File: src/rtl/core_tile_pkg.sv
// Shared types and constants for the rotate-engine tile address generator.
// Imported by the address generator top and its source-mapping sub-block.
package core_tile_pkg;

    typedef enum logic [1:0] {
        IDLE   = 2'd0,
        LOAD   = 2'd1,
        ROTATE = 2'd2,
        STORE  = 2'd3
    } state_t;

    localparam logic [1:0] DEG_0   = 2'd0;
    localparam logic [1:0] DEG_90  = 2'd1;
    localparam logic [1:0] DEG_180 = 2'd2;
    localparam logic [1:0] DEG_270 = 2'd3;

    localparam int CH_B = 0;
    localparam int CH_G = 1;
    localparam int CH_R = 2;

    // Counter-clockwise turns become the complementary clockwise turn.
    function automatic logic [1:0] eff_rot(input logic [1:0] deg,
                                           input logic       cw);
        return cw ? deg : (2'd0 - deg);
    endfunction

endpackage

File: src/rtl/core_tile_src_map.sv
// Maps an output raster position and clockwise rotation to the
// source pixel index inside a square tile.
module core_tile_src_map
    import core_tile_pkg::*;
#(
    parameter int TILE_DIM = 8,
    parameter int CNT_W    = 3,
    parameter int IDX_W    = 9
) (
    input  logic [CNT_W-1:0] row,
    input  logic [CNT_W-1:0] col,
    input  logic [1:0]       rot,
    output logic [IDX_W-1:0] src_idx
);

    logic [IDX_W-1:0] r_e;
    logic [IDX_W-1:0] c_e;
    logic [IDX_W-1:0] last;
    logic [IDX_W-1:0] sr;
    logic [IDX_W-1:0] sc;

    // Pick the source row/column for the requested quarter turn.
    always_comb begin
        r_e  = IDX_W'(row);
        c_e  = IDX_W'(col);
        last = IDX_W'(TILE_DIM - 1);
        sr   = r_e;
        sc   = c_e;
        unique case (rot)
            DEG_0: begin
                sr = r_e;
                sc = c_e;
            end
            DEG_90: begin
                sr = last - c_e;
                sc = r_e;
            end
            DEG_180: begin
                sr = last - r_e;
                sc = last - c_e;
            end
            DEG_270: begin
                sr = c_e;
                sc = last - r_e;
            end
        endcase
        src_idx = sr * IDX_W'(TILE_DIM) + sc;
    end

endmodule

File: src/rtl/core_tile_agen.sv
// Tile address generator: bus-word loads, rotated per-pixel channel
// addresses, then bus-word stores, each with valid/ready backpressure.
module core_tile_agen
    import core_tile_pkg::*;
#(
    parameter int TILE_DIM  = 8,
    parameter int BPP       = 3,
    parameter int BUS_BYTES = 4,
    parameter int ADDR_W    = 8
) (
    input  logic                  I_TA_HCLK,
    input  logic                  I_TA_HRESET_N,
    input  logic                  I_TA_START,
    input  logic                  I_TA_STOP,
    input  logic [1:0]            I_TA_DEGREES,
    input  logic                  I_TA_DIRECTION,
    output logic                  O_TA_LOAD_VALID,
    input  logic                  I_TA_LOAD_READY,
    output logic [ADDR_W-1:0]     O_TA_LOAD_ADDR,
    output logic                  O_TA_PIX_VALID,
    input  logic                  I_TA_PIX_READY,
    output logic [BPP*ADDR_W-1:0] O_TA_PIX_SRC_ADDR,
    output logic [BPP*ADDR_W-1:0] O_TA_PIX_DST_ADDR,
    output logic                  O_TA_STORE_VALID,
    input  logic                  I_TA_STORE_READY,
    output logic [ADDR_W-1:0]     O_TA_STORE_ADDR,
    output logic                  O_TA_BUSY,
    output logic                  O_TA_DONE
);

    localparam int AW1   = ADDR_W + 1;
    localparam int CW    = (TILE_DIM > 1) ? $clog2(TILE_DIM) : 1;
    localparam int BEATS = TILE_DIM * TILE_DIM * BPP / BUS_BYTES;

    localparam logic [AW1-1:0] LAST_BEAT = AW1'(BEATS - 1);
    localparam logic [CW-1:0]  LAST_RC   = CW'(TILE_DIM - 1);

    if (TILE_DIM * TILE_DIM * BPP > (1 << ADDR_W)) begin : g_size_chk
        $error("core_tile_agen: tile does not fit in ADDR_W");
    end
    if ((TILE_DIM * TILE_DIM * BPP) % BUS_BYTES != 0) begin : g_bus_chk
        $error("core_tile_agen: tile bytes not a multiple of BUS_BYTES");
    end

    state_t           state;
    state_t           state_nxt;
    logic [AW1-1:0]   beat;
    logic [AW1-1:0]   beat_nxt;
    logic [CW-1:0]    row;
    logic [CW-1:0]    row_nxt;
    logic [CW-1:0]    col;
    logic [CW-1:0]    col_nxt;
    logic [1:0]       rot;
    logic [1:0]       rot_nxt;
    logic             done_nxt;
    logic [AW1-1:0]   src_idx;
    logic [AW1-1:0]   dst_idx;
    logic [AW1-1:0]   src_base;
    logic [AW1-1:0]   dst_base;
    logic [ADDR_W-1:0] word_addr;
    logic [ADDR_W-1:0] src_ch [BPP];
    logic [ADDR_W-1:0] dst_ch [BPP];

    core_tile_src_map #(
        .TILE_DIM (TILE_DIM),
        .CNT_W    (CW),
        .IDX_W    (AW1)
    ) u_src_map (
        .row     (row_nxt),
        .col     (col_nxt),
        .rot     (rot_nxt),
        .src_idx (src_idx)
    );

    assign dst_idx   = AW1'(row_nxt) * AW1'(TILE_DIM) + AW1'(col_nxt);
    assign src_base  = src_idx * AW1'(BPP);
    assign dst_base  = dst_idx * AW1'(BPP);
    assign word_addr = ADDR_W'(beat_nxt * AW1'(BUS_BYTES));

    for (genvar g = 0; g < BPP; g++) begin : g_ch
        assign src_ch[g] = ADDR_W'(src_base + AW1'(g));
        assign dst_ch[g] = ADDR_W'(dst_base + AW1'(g));
    end

    // Phase and counter register.
    always_ff @(posedge I_TA_HCLK or negedge I_TA_HRESET_N) begin
        if (!I_TA_HRESET_N) begin
            state <= IDLE;
            beat  <= '0;
            row   <= '0;
            col   <= '0;
            rot   <= DEG_0;
        end else begin
            state <= state_nxt;
            beat  <= beat_nxt;
            row   <= row_nxt;
            col   <= col_nxt;
            rot   <= rot_nxt;
        end
    end

    // Next phase and counters; abort overrides everything.
    always_comb begin
        state_nxt = state;
        beat_nxt  = beat;
        row_nxt   = row;
        col_nxt   = col;
        rot_nxt   = rot;
        done_nxt  = 1'b0;
        if (I_TA_STOP) begin
            state_nxt = IDLE;
            beat_nxt  = '0;
            row_nxt   = '0;
            col_nxt   = '0;
        end else begin
            unique case (state)
                IDLE: begin
                    if (I_TA_START) begin
                        state_nxt = LOAD;
                        beat_nxt  = '0;
                        rot_nxt   = eff_rot(I_TA_DEGREES, I_TA_DIRECTION);
                    end
                end
                LOAD: begin
                    if (I_TA_LOAD_READY) begin
                        if (beat == LAST_BEAT) begin
                            state_nxt = ROTATE;
                            beat_nxt  = '0;
                        end else begin
                            beat_nxt = beat + AW1'(1);
                        end
                    end
                end
                ROTATE: begin
                    if (I_TA_PIX_READY) begin
                        if (col == LAST_RC) begin
                            col_nxt = '0;
                            if (row == LAST_RC) begin
                                row_nxt   = '0;
                                state_nxt = STORE;
                            end else begin
                                row_nxt = row + CW'(1);
                            end
                        end else begin
                            col_nxt = col + CW'(1);
                        end
                    end
                end
                STORE: begin
                    if (I_TA_STORE_READY) begin
                        if (beat == LAST_BEAT) begin
                            state_nxt = IDLE;
                            beat_nxt  = '0;
                            done_nxt  = 1'b1;
                        end else begin
                            beat_nxt = beat + AW1'(1);
                        end
                    end
                end
            endcase
        end
    end

    // Registered stream outputs; an inactive stream shows zero address.
    always_ff @(posedge I_TA_HCLK or negedge I_TA_HRESET_N) begin
        if (!I_TA_HRESET_N) begin
            O_TA_LOAD_VALID   <= 1'b0;
            O_TA_LOAD_ADDR    <= '0;
            O_TA_PIX_VALID    <= 1'b0;
            O_TA_PIX_SRC_ADDR <= '0;
            O_TA_PIX_DST_ADDR <= '0;
            O_TA_STORE_VALID  <= 1'b0;
            O_TA_STORE_ADDR   <= '0;
            O_TA_BUSY         <= 1'b0;
            O_TA_DONE         <= 1'b0;
        end else begin
            O_TA_LOAD_VALID  <= (state_nxt == LOAD);
            O_TA_LOAD_ADDR   <= (state_nxt == LOAD) ? word_addr : '0;
            O_TA_PIX_VALID   <= (state_nxt == ROTATE);
            O_TA_STORE_VALID <= (state_nxt == STORE);
            O_TA_STORE_ADDR  <= (state_nxt == STORE) ? word_addr : '0;
            O_TA_BUSY        <= (state_nxt != IDLE);
            O_TA_DONE        <= done_nxt;
            for (int ch = 0; ch < BPP; ch++) begin
                O_TA_PIX_SRC_ADDR[ch*ADDR_W +: ADDR_W] <=
                    (state_nxt == ROTATE) ? src_ch[ch] : '0;
                O_TA_PIX_DST_ADDR[ch*ADDR_W +: ADDR_W] <=
                    (state_nxt == ROTATE) ? dst_ch[ch] : '0;
            end
        end
    end

endmodule

File: config.mk
export PLATFORM = sky130hd
export DESIGN_NAME = core_tile_agen
export DESIGN_NICKNAME = d
export VERILOG_FILES = /design/src/rtl/core_tile_pkg.sv /design/src/rtl/core_tile_src_map.sv /design/src/rtl/core_tile_agen.sv
export SDC_FILE = /design/constraint.sdc
export NUM_CORES = 1
export LEC_CHECK = 0
export CAP_MARGIN = 20
export CORE_MARGIN = 3
export CORE_UTILIZATION = 53
export CTS_CLUSTER_DIAMETER = 80
export DETAILED_ROUTE_END_ITERATION = 10
export HOLD_SLACK_MARGIN = 0.06
export PLACE_DENSITY = 0.78
export SLEW_MARGIN = 20
export SYNTH_ARGS = -nofsm -noshare
export SYNTH_HDL_FRONTEND = slang
export SYNTH_SLANG_ARGS = --single-unit
File: constraint.sdc
create_clock -name I_TA_HCLK -period 4.3 [get_ports I_TA_HCLK]
set_clock_uncertainty 0.15 [all_clocks]
set_input_delay 1.075 -clock I_TA_HCLK [delete_from_list [all_inputs] [get_ports I_TA_HCLK]]
set_output_delay 1.075 -clock I_TA_HCLK [all_outputs]
set_load 0.02 [all_outputs]
# Word-level counts from Yosys, hierarchy flattened
# Cells that the tools add are included.
# totals
reg_bits	88
inputBits	10
out_inout_bits	69
word_cells	92
# op_classes
addsub	12
n_mul	2
eq_ne	15
muxes	43
reduce_logical	5
# ops
operator	n
$mux W8	8
$mux W9	5
$pmux W9 S4	1
$mux W3	9
$pmux W9 S3	1
$mux W2	13
$pmux W6 S4	1
$add A8 B1 Y8 const B	2
$add A8 B2 Y8 const B	2
$eq A2 B2 Y1 const B	6
$add A9 B1 Y9 const B	1
$add A9 B9 Y9	1
$eq A9 B6 Y1 const B	1
$mul A9 B2 Y8 const B	1
$ne A3 B3 Y1 const B	3
$mul A7 B2 Y8 const B	1
$pmux W2 S4	1
$sub A3 B3 Y4 const A	2
$add A6 B3 Y7	1
$add A3 B1 Y3 const B	2
$eq A2 B1 Y1 const B	3
$eq A3 B3 Y1 const B	2
$logic_not A2 Y1	2
$mux W1	4
4 further kinds	4

# Depth between registers and ports, before layout
# logic_depth
word_depth	12
mapped_depth	19
depth_no_buf	18

# Hierarchy
# Synthesis repeated with hierarchy kept, for this count alone.
# hier_totals
hier_cells	414
hier_area_um2	4200.3
# modules_own_cells
module	instances	cells_each	area_each_um2	seq_area_each_um2
core_tile_agen	1	393	4038.9	2052.0
core_tile_src_map	1	21	161.4	0.0

# Worst setup path after synthesis
# No wires, ideal clock.
# synth_path
path_type	input -> register
start	input I_TA_STOP
end	register O_TA_PIX_SRC_ADDR[15]
setup_time_ns	0.079
arrival_ns	4.121
t_required_ns	4.071
path_slack_ns	-0.050
stages	14
path_buffers	0
path_cell_list	nand3b_1 mux2i_1 mux2_2 xor2_1 inv_1 ha_1 inv_1 fa_1 nor2b_1 o21a_1 or3_1 nand3_1 nor4_1 mux2i_1
# synth_via
elab_chain_cells	7
elab_cells_between_ends	17
classes_between	4 x add/sub; 1 x mul; 4 x eq/ne; 7 x mux; 1 x reduce/logical
# synth_rtl
item	line_no	text
start: declaration	core_tile_agen.sv:14	input logic I_TA_STOP,
$mux W3 or $mux W2 (tied branches)	core_tile_agen.sv:110	if (I_TA_STOP) begin
$sub A3 B3 Y4 (tied with other cells)	core_tile_src_map.sv:39, core_tile_src_map.sv:44	
$pmux W9 S4 or $pmux W6 S4 (tied branches)	core_tile_src_map.sv:29	unique case (rot)
$add A9 B9 Y9	core_tile_src_map.sv:47	src_idx = sr * IDX_W'(TILE_DIM) + sc;
$mul A9 B2 Y8	core_tile_agen.sv:76	assign src_base = src_idx * AW1'(BPP);
$add A8 B1 Y8	core_tile_agen.sv:81	assign src_ch[g] = ADDR_W'(src_base + AW1'(g));
$mux W8 *	core_tile_agen.sv:186	(state_nxt == ROTATE) ? src_ch[ch] : '0;
end signal: indexed assignment	core_tile_agen.sv:185	O_TA_PIX_SRC_ADDR[ch*ADDR_W +: ADDR_W] <=
end: declaration	core_tile_agen.sv:22	output logic [BPP*ADDR_W-1:0] O_TA_PIX_SRC_ADDR,
# Every way passes the cells marked *; elsewhere a longest branch is shown, timed or not.
# A chain may end at the register's enable or synchronous reset.

# Worst setup path after layout
# Ends and elaborated chain as after synthesis.

==> load_flow_metrics.sql <==
INSERT INTO impl_metrics (metric_group, metric, value, unit) VALUES
('timing', 'timing.slew.headroom', '52.4', '%'),
('synthesis', 'adder_cell_area_share_of_the_yosys_netlist', '9.11', '%'),
('synthesis', 'synth_compound_area_share', '9.40', '%'),
('timing', 'tightest_slew', '715', 'ps'),
('pwr', 'pwr_density_cell', '429', 'mW/mm2'),
('synthesis', 'synth.largest_area_cell', 'sky130_fd_sc_hd__dfrtp_1', ''),
('timing', 'worst_hold_margin', '452', 'ps'),
('clocking', 'clock_transition_at_path_regs', '80', 'ps'),
('routing', 'drc', '0', ''),
('setup_path', 'regToRegStartpoint', 'state[0]', ''),
('final_layout', 'diodes_inserted', '0', ''),
('hold_path', 'hold_start', 'beat[7]', ''),
('global_route', 'gr-total-overflow', '0', ''),
('clocking', 'htreeDepth', '3', ''),
('routing', 'wire_per_inst', '14.8', 'um'),
('pwr', 'vdd.ir_drop.worst', '0.333', 'mV'),
('final_layout', 'num-nets-final', '588', ''),
('pwr', 'clkPwrFrac', '25.4', '%'),
('setup_path', 'worst_setup_path_startpoint', 'I_TA_STOP', ''),
('clocking', 'cts.sink_count', '82', ''),
('final_layout', 'post-route-util', '73.8', '%'),
('synthesis', 'yosys-top-cells-area', 'sky130_fd_sc_hd__dfrtp_1 48%, sky130_fd_sc_hd__ha_1 8.2%, sky130_fd_sc_hd__xnor2_1 4.5%, sky130_fd_sc_hd__nor2_1 4.3%, sky130_fd_sc_hd__inv_1 2.5%', ''),
('routing', 'vias', '3409', ''),
('timing', 'final-setup-viol-count', '0', ''),
('pwr', 'leakage', '0.00279', 'uW'),
('timing', 'rsz_0062_raised_after_global_routing', 'yes', ''),
('synthesis', 'post_synth_mux_area_share', '2.95', '%'),
('synthesis', 'commonest_cells_in_the_netlist', '82 x sky130_fd_sc_hd__dfrtp_1, 49 x sky130_fd_sc_hd__nor2_1, 29 x sky130_fd_sc_hd__inv_1', ''),
('timing', 'finalMaxSlewViolations', '0', ''),
('floorplanning', 'floorplan.io_pins', '79', ''),
('timing', 'fin_crit_sh', '97.3', '%'),
('pwr', 'power_switching_share', '32.5', '%'),
('routing', 'drt_wl_total', '9.66', 'mm'),
('placement', 'dpl_worst_slack', '-338', 'ps'),
('synthesis', 'synth_seq_cells', '82', ''),
('setup_path', 'critical_path_required', '4430', 'ps'),
('clocking', 'cts_made_buffers', '9', ''),
('final_layout', 'final_layout_size_suffix_gt1_share', '17.5', '%'),
('flow_run', 'max-cap-violations', '0', ''),
('floorplanning', 'fp.dieW', '95.9', 'um'),
('setup_path', 'critPathCaptureType', 'register', ''),
('pwr', 'total_switching_power', '804', 'uW'),
('placement', 'io_buffers', '74', ''),
('synthesis', 'dominant_combinational_cell_family_by_area_after_synthesis', 'simple AND/OR/NAND/NOR gates', ''),
('global_route', 'first_pass_grt_wire_length', '15.6', 'mm'),
('floorplanning', 'initial_core_util', '54.9', '%'),
('placement', 'finalWeightedCongestion', '0.874', ''),
('global_route', 'pin_count_of_the_biggest_net_entering_global_routing', '83', ''),
('pwr', 'power_report.internal_total', '1670', 'uW'),
('synthesis', 'postSynth.asyncResetShare', '100', '%'),
('setup_path', 'worstSetupPathType', 'primary input to register', ''),
('floorplanning', 'core_area', '0.00781', 'mm2'),
('clocking', 'cts_post_setup_buffers_inserted', '0', ''),
('timing', 'setup_tns', '0', 'ps'),
('routing', 'detailedRoute.firstIterationViolations', '145', ''),
('routing', 'drt_first_pass_iters', '4', ''),
('clocking', 'worst_skew_pair.late_latency', '350', 'ps'),
('setup_path', 'cp-start-kind', 'primary input', ''),
('synthesis', 'synth_top_cell_area_share', '47.9', '%'),
('synthesis', 'post_synth_xor_area_fraction', '6.66', '%'),
('routing', 'via_per_inst', '5.20', ''),
('setup_path', 'critPathMaxFanout', '7', ''),
('final_layout', 'layout-area-overhead-vs-synth', '34.5', '%'),
('clocking', 'clock_tree_from_tritoncts', 'yes', ''),
('setup_path', 'critical_path_arrival', '4310', 'ps'),
('floorplanning', 'std_cell_rows', '32', ''),
('run_status', 'run_status', 'finished, final reports clean', ''),
('timing', 'final-hold-violation-count', '0', ''),
('placement', 'hpwl', '7.23', 'mm'),
('timing', 'postLayoutSetupSlackWorst', '114', 'ps'),
('global_route', 'vias_in_the_first_global_route', '3424', '');
-- timing repair --
item	CTS	global route
gates resized for setup	0	12
hold endpoints to repair	0	0
hold buffers	0	0
endpoints found under the setup margin	0	8
-- logic make-up (layout without fill, tap and decap cells) --
kind of cell | after synthesis | count (layout)
other cells | 1 | 4
xor+xnor | 31 | 31
compound gates | 64 | 64
buf+inv | 45 | 174
simple gates | 156 | 156
mux | 12 | 12
fa+ha+maj | 30 | 30
flops | 82 | 82
-- per-layer routing --
layer	part of all wire (%)	global-route usage, %
met2	53	40.0
met5	0	0
met1	41	25.9
met4	2.0	9.12
met3	3.8	3.91
-- layout make-up --
type                            count  area (um2)
Multi-Input combinational cell    297        2090
Clock inverter                      5        86.3
Clock buffer                       11         141
Tap cell                          102         128
Sequential cell                    82        2050
Timing Repair Buffer              128        1150
Inverter                           30         113
Fill cell                         545        2040
-- cells in the final DEF, fill, tap and decap left out, types with 5 or more instances in the layout --
master and instances:
sky130_fd_sc_hd__dfrtp_1 82, sky130_fd_sc_hd__clkdlybuf4s50_1 72, sky130_fd_sc_hd__buf_4 54, sky130_fd_sc_hd__nor2_1 48
sky130_fd_sc_hd__inv_1 29, sky130_fd_sc_hd__ha_1 28, sky130_fd_sc_hd__xnor2_1 20, sky130_fd_sc_hd__a21oi_1 20
sky130_fd_sc_hd__nand2_1 20, sky130_fd_sc_hd__o21ai_0 16, sky130_fd_sc_hd__nor3_1 13, sky130_fd_sc_hd__nor2b_1 12
sky130_fd_sc_hd__nand3_1 11, sky130_fd_sc_hd__and2_1 10, sky130_fd_sc_hd__clkbuf_8 10, sky130_fd_sc_hd__mux2i_1 8
sky130_fd_sc_hd__xor2_1 8, sky130_fd_sc_hd__nand2b_1 5, sky130_fd_sc_hd__or3_1 5
-- power by group through the flow --
stage	sequential, uW	clock, uW	combinational, uW
2_1_floorplan	802	0	553
3_3_place_gp	799	0	944
3_5_place_dp	800	0	970
4_1_cts	785	636	977
5_1_grt	786	664	1160
6_report	785	627	1060
-- through the flow --
stage / area [um2] / power, uW / std cells
floorplan: 4300 / 1350 / 424
global placement: 5480 / 1740 / 639
detailed placement: 5480 / 1770 / 639
CTS: 5710 / 2400 / 655
global route: 5760 / 2610 / 655
finish: 5760 / 2470 / 655
-- worst max-delay path, stage by stage --
cell	delay, ps
sky130_fd_sc_hd__clkdlybuf4s50_1	480
sky130_fd_sc_hd__nand3b_1	160
sky130_fd_sc_hd__mux2i_2	290
sky130_fd_sc_hd__buf_4	190
sky130_fd_sc_hd__a21oi_1	80
sky130_fd_sc_hd__xnor2_1	200
sky130_fd_sc_hd__inv_1	100
sky130_fd_sc_hd__ha_1	310
sky130_fd_sc_hd__a211oi_1	270
sky130_fd_sc_hd__o21bai_1	120
sky130_fd_sc_hd__a21oi_1	180
sky130_fd_sc_hd__xnor3_2	330
sky130_fd_sc_hd__nor4_4	310
sky130_fd_sc_hd__mux2i_1	210
-- flip-flops by register name, indices dropped and copies added, names as in the netlist --
| name | count |
|---|---|
| O_TA_BUSY | 1 |
| O_TA_STORE_ADDR | 6 |
| O_TA_LOAD_VALID | 1 |
| O_TA_PIX_DST_ADDR | 23 |
| O_TA_PIX_VALID | 1 |
| O_TA_STORE_VALID | 1 |
| O_TA_PIX_SRC_ADDR | 23 |
| O_TA_DONE | 1 |
| beat | 9 |
| state | 2 |
| row | 3 |
| O_TA_LOAD_ADDR | 6 |
| rot | 2 |
| col | 3 |
-- worst paths after layout --
path	cells after the start	slack, ps	to
min in group asynchronous	1	590	O_TA_DONE
worst max register to register	16	350	O_TA_PIX_SRC_ADDR[15]
worst max-delay path	14	110	O_TA_PIX_SRC_ADDR[15]
worst min register to register	2	450	beat[7]
max in group asynchronous	1	2900	row[0]
worst min-delay path	2	450	beat[7]
Note: power is estimated with default switching activity, not from simulation.
